`config.mk`:
```
export PLATFORM = sky130hd
export DESIGN_NAME = decoder_sweep
export DESIGN_NICKNAME = d
export VERILOG_FILES = /design/src/rtl/decoder_sweep_pkg.sv /design/src/rtl/decoder_sweep_onehot_dec.sv /design/src/rtl/decoder_sweep.sv
export SDC_FILE = /design/constraint.sdc
export NUM_CORES = 1
export LEC_CHECK = 0
export ABC_AREA = 1
export BUFFER_PORTS_ARGS = -buffer_cell sky130_fd_sc_hd__buf_2
export CORE_MARGIN = 4
export CORE_UTILIZATION = 44
export CTS_BUF_LIST = sky130_fd_sc_hd__clkbuf_8
export DETAILED_ROUTE_END_ITERATION = 10
export PLACE_DENSITY = 0.75
export SETUP_SLACK_MARGIN = 0.4
export SLEW_MARGIN = 20
export SYNTH_ARGS = -nofsm -noshare
export SYNTH_HDL_FRONTEND = slang
export SYNTH_SLANG_ARGS = --single-unit
```
`constraint.sdc`:
```
create_clock -name clk -period 1.28 [get_ports clk]
set_input_delay 0 -clock clk [delete_from_list [all_inputs] [get_ports clk]]
set_output_delay 0 -clock clk [all_outputs]
set_load 0.03 [all_outputs]
```
`src/rtl/decoder_sweep_pkg.sv`:
```
// Shared types and defaults for the register-file write-select decoder.
package decoder_pkg;

  localparam int DEF_ADDR_W = 3;

  typedef enum logic [1:0] {
    IDLE  = 2'd0,
    SWEEP = 2'd1,
    DONE  = 2'd2
  } sweep_state_t;

endpackage

```
`src/rtl/decoder_sweep_onehot_dec.sv`:
```
// Combinational ADDR_W -> 2**ADDR_W one-hot decoder with enable.
module onehot_dec #(
  parameter  int ADDR_W = 3,
  localparam int OUTS   = 1 << ADDR_W
) (
  input  logic [ADDR_W-1:0] i_addr,
  input  logic              i_en,
  output logic [OUTS-1:0]   o_onehot
);

  // Single bit set at i_addr when enabled, all-zero otherwise.
  always_comb begin
    o_onehot = '0;
    if (i_en) o_onehot[i_addr] = 1'b1;
  end

endmodule

```
`src/rtl/decoder_sweep.sv`:
```
// Registered write-select decoder with a hardware clear sweep.
// Optional feature macro: DECODER_ZERO_REG_EN makes index OUTS-1 a
// hardwired-zero register (never selected, skipped by the sweep).
//
// state | meaning
// IDLE  | decode we_i/addr_i, accept sweep_start_i
// SWEEP | drive 1<<idx each cycle, writes dropped
// DONE  | one-cycle completion pulse, writes serviced, start ignored
module decoder_sweep
  import decoder_pkg::*;
#(
  parameter  int ADDR_W = DEF_ADDR_W,
  localparam int OUTS   = 1 << ADDR_W
) (
  input  logic              clk,
  input  logic              reset,
  input  logic [ADDR_W-1:0] addr_i,
  input  logic              we_i,
  input  logic              sweep_start_i,
  output logic [OUTS-1:0]   decoded_o,
  output logic              sweep_busy_o,
  output logic              sweep_done_o,
  output logic [ADDR_W-1:0] sweep_idx_o,
  output logic              write_drop_o
);

`ifdef DECODER_ZERO_REG_EN
  localparam logic [ADDR_W-1:0] LAST_IDX = ADDR_W'(OUTS - 2);
`else
  localparam logic [ADDR_W-1:0] LAST_IDX = ADDR_W'(OUTS - 1);
`endif

  sweep_state_t      r_state;
  sweep_state_t      w_state_next;
  logic [ADDR_W-1:0] r_idx;
  logic [OUTS-1:0]   r_decoded;
  logic              r_drop;

  logic              w_start_acc;
  logic              w_last;
  logic              w_sweep_next;
  logic [ADDR_W-1:0] w_idx_next;
  logic              w_zero_hit;
  logic              w_we_acc;
  logic              w_drop_next;
  logic [ADDR_W-1:0] w_dec_addr;
  logic              w_dec_en;
  logic [OUTS-1:0]   w_dec_onehot;

`ifdef DECODER_ZERO_REG_EN
  assign w_zero_hit = (addr_i == ADDR_W'(OUTS - 1));
`else
  assign w_zero_hit = 1'b0;
`endif

  assign w_start_acc = (r_state == IDLE) && sweep_start_i;
  assign w_last      = (r_idx == LAST_IDX);

  // Sweep control and write acceptance for the coming edge.
  always_comb begin
    w_sweep_next = 1'b0;
    w_idx_next   = '0;
    if (w_start_acc) begin
      w_sweep_next = 1'b1;
      w_idx_next   = '0;
    end else if ((r_state == SWEEP) && !w_last) begin
      w_sweep_next = 1'b1;
      w_idx_next   = r_idx + 1'b1;
    end
    // Start wins over a coincident write; writes during the sweep are lost.
    w_we_acc    = we_i && !w_zero_hit &&
                  (((r_state == IDLE) && !sweep_start_i) || (r_state == DONE));
    w_drop_next = we_i && ((r_state == SWEEP) || w_start_acc);
  end

  assign w_dec_addr = w_sweep_next ? w_idx_next : addr_i;
  assign w_dec_en   = w_sweep_next | w_we_acc;

  onehot_dec #(.ADDR_W(ADDR_W)) u_dec (
    .i_addr   (w_dec_addr),
    .i_en     (w_dec_en),
    .o_onehot (w_dec_onehot)
  );

  // State register.
  always_ff @(posedge clk or posedge reset) begin
    if (reset) r_state <= IDLE;
    else       r_state <= w_state_next;
  end

  // Next-state logic.
  always_comb begin
    w_state_next = r_state;
    case (r_state)
      IDLE:    if (sweep_start_i) w_state_next = SWEEP;
      SWEEP:   if (w_last)        w_state_next = DONE;
      DONE:                       w_state_next = IDLE;
      default:                    w_state_next = IDLE;
    endcase
  end

  // Output decode from the current state.
  always_comb begin
    sweep_busy_o = 1'b0;
    sweep_done_o = 1'b0;
    sweep_idx_o  = '0;
    case (r_state)
      SWEEP: begin
        sweep_busy_o = 1'b1;
        sweep_idx_o  = r_idx;
      end
      DONE:    sweep_done_o = 1'b1;
      default: ;
    endcase
  end

  // Registered select, sweep index and drop flag.
  always_ff @(posedge clk or posedge reset) begin
    if (reset) begin
      r_idx     <= '0;
      r_decoded <= '0;
      r_drop    <= 1'b0;
    end else begin
      r_idx     <= w_idx_next;
      r_decoded <= w_dec_onehot;
      r_drop    <= w_drop_next;
    end
  end

  assign decoded_o    = r_decoded;
  assign write_drop_o = r_drop;

endmodule

```
==> out/metrics.cfg <==
[floorplanning]
core_mm2=0.00128
die_x_um=44.8
io_pins=21
fp.dieH_um=44.8
start_util=0.464
rows=13
dieArea_mm2=0.00201

[synthesis]
synth_warnings=0
synth_top_family_by_area=simple AND/OR/NAND/NOR gates
synth_fp_nets=77
synth_simple_gate_area_frac=0.275
muxShareOfSynthArea=0
synth-seq-area-share=0.587
synth_compound_area_frac=0.00839
synth_area_leader_cell=dfrtp_1
synth_fa_ha_area_frac=0.0419
synthXorXnorAreaFrac=0
synth-seq-cells=14
yosys-top-cells-area=dfrtp_1 (59%), nor2_1 (9.4%), nand2_1 (8.8%)
synth_cell_types=10
syn_inst=68
synth_area_um2=597
synth_top_area_frac=0.587
synth_area_per_cell_um2=8.78

[critical_path]
arrival_ns=1.60
reg2reg_to=decoded_o[5]
critical_path.most_common_cell=nand2_2
critPathMaxStageDelay_ns=0.38
crit_chain=ha_2 > ha_4 > inv_4 > nand3_4 > nand3_1 > nand2_2 > inv_2 > nand2_2 > nor2_2
r2r-start=r_idx[1]
cp_max_fo=6
startpoint_type=flip-flop
endpoint_kind=flip-flop
slowest_stage=dfrtp_1
crit_required_ns=1.45
reg2reg_depth=9
timing.reg2reg.setup_slack_ns=-0.14
critPathKind=reg -> reg

[timing]
fin_skew_ns=0.00361
final_hold_viol_count=0
worst_slew_pin_slew_ns=0.526
rsz0062_at_grt=true
drv_slew=0
max_freq_mhz=703
finalCritPeriodShare=1.11
whs_ns=0.0454
slew_headroom=0.649
setup_tns_ns=-1.06
finalSetupViolations=10
fin_ws_ns=-0.143
fin_crit_ns=1.42

[job]
maxCapViolations=0

[cts]
clk_pin_slew_ns=0.06
clk_path_buf_depth=2
clk-insertion-delay-late_ns=0.24
cts_tree=yes
cts_root_buffer=clkbuf_8
numCtsBuffers=3
htree_levels=1
cts.sinks=14

[run_status]
outcome=finished with violations
violations=negative setup slack

[route]
first_iter_violations=3
antenna_left=0
routed_wl_mm=1.48
firstDrtPassIters=5
via_per_inst=4.52
drcViolationCount=0
via_count=533
routedWlPerCell_um=12.6

[grt]
antenna_found_initial=0
grt_max_degree=15
overflow=0
grt_pass1_vias=521
gr-usage-all-layers=0.157
grt_pass1_wl_mm=2.20

[finish]
fin_nets=113
layout_common_cells=buf_2 (15), dfrtp_1 (13), nor2_1 (11), nand2_2 (10)
n_antenna_cell=0
stdcell_count=118
multiInputGateArea_um2=287
fin_area_um2=998
final_common_cell=buf_2
layout.area.seq_um2=352
fill_cells=81
synthToLayoutAreaGrowth_pct=67.3
layout-drive-gt1-share=0.612

[placed_design]
io_buffers=20
dp.cells=106
hpwlAfterDp_um=937
dpl_cell_area_um2=788
gp_congestion=0.806

[power_and_ir_drop]
peakVddDrop_v=0.00162
p_leak_nw=0.540
p_seq_frac=0.234
combPwrFrac=0.619
switching_share=0.455
power.density_mw_per_mm2=2900
power_mw=2.90
intPower_mw=1.58
p_clk_frac=0.147
p_sw_mw=1.32

[hold_path]
hp-start=sweep_start_i
min_path_type=in -> reg
worstHoldPathCells=3
min_to=r_state[0]

[state kept, by name, summed over array words and instances, names as in the netlist]
register,cells
decoded_o,8
r_state,2
r_idx,3
write_drop_o,1
[power by group through the flow]
stage	Sequential [mW]	Clock, mW	Combinational, mW
after floorplan	0.838	0	0.866
after global placement	0.661	0	1.35
after detailed placement	0.672	0	1.38
after CTS	0.681	0.430	1.64
after global routing	0.690	0.473	1.92
final	0.677	0.426	1.79
[synth_stat cells]
library cell,n
nor2_1,15
nand3_1,5
dfrtp_1,14
nand2_2,2
ha_1,2
nand2_1,14
inv_2,1
a21oi_1,1
nand3_4,1
inv_1,13
[layout make-up]
cell class	instances	share of cell area
clock buffer	4	0.0551
multi-input combinational	40	0.287
tap	15	0.0188
inverter	14	0.0602
timing repair buffer	31	0.227
sequential	14	0.352
[stage by stage]
step                       util  setup slack (ns)
after global placement    0.613           -0.0872
after CTS                 0.733            -0.121
after floorplan               -           -0.0222
final                     0.777            -0.143
after detailed placement  0.613            -0.162
after global routing      0.777            -0.215
[kinds of logic after synthesis]
group | after synthesis
compound gates | 1
buf+inv | 14
fa+ha+maj | 2
simple gates | 37
flops | 14
[how the worst max path moves through the flow]
stage / endpoint / from / slack (ns)
after CTS: decoded_o[5] / r_idx[1] / -0.12
after floorplan: decoded_o[4] / r_idx[1] / -0.02
after detailed placement: decoded_o[5] / r_idx[1] / -0.16
after global routing: decoded_o[4] / r_idx[1] / -0.21
final: decoded_o[5] / r_idx[1] / -0.14
after global placement: decoded_o[4] / r_idx[1] / -0.09
[per-layer routing]
| metal | wire, µm | part of all wire | track usage | vias to the layer above |
|---|---|---|---|---|
| met3 | 71 | 0.048 | 0.0558 | 2 |
| li1 | - | - | - | 272 |
| met5 | 0 | 0 | 0 | - |
| met4 | 12 | 0.0081 | 0.123 | 0 |
| met2 | 777 | 0.52 | 0.235 | 13 |
| met1 | 624 | 0.42 | 0.182 | 246 |
[critical path, delay by kind of cell, from the launching register on]
| kind | cells | cell delay, ns |
|---|---|---|
| adder cells (fa/ha/maj) | 2 | 0.36 |
| buffers and inverters | 2 | 0.13 |
| flip-flops | 1 | 0.38 |
| AND/OR/NAND/NOR | 5 | 0.47 |
[timing repair]
item,in CTS,in global routing
setup buffers,2,4
resized for setup,23,6
pin swaps,4,1
setup endpoints to repair,19,19
hold buffers,2,0
endpoints found under the hold margin,15,0
(Power assumes the default switching activity.)
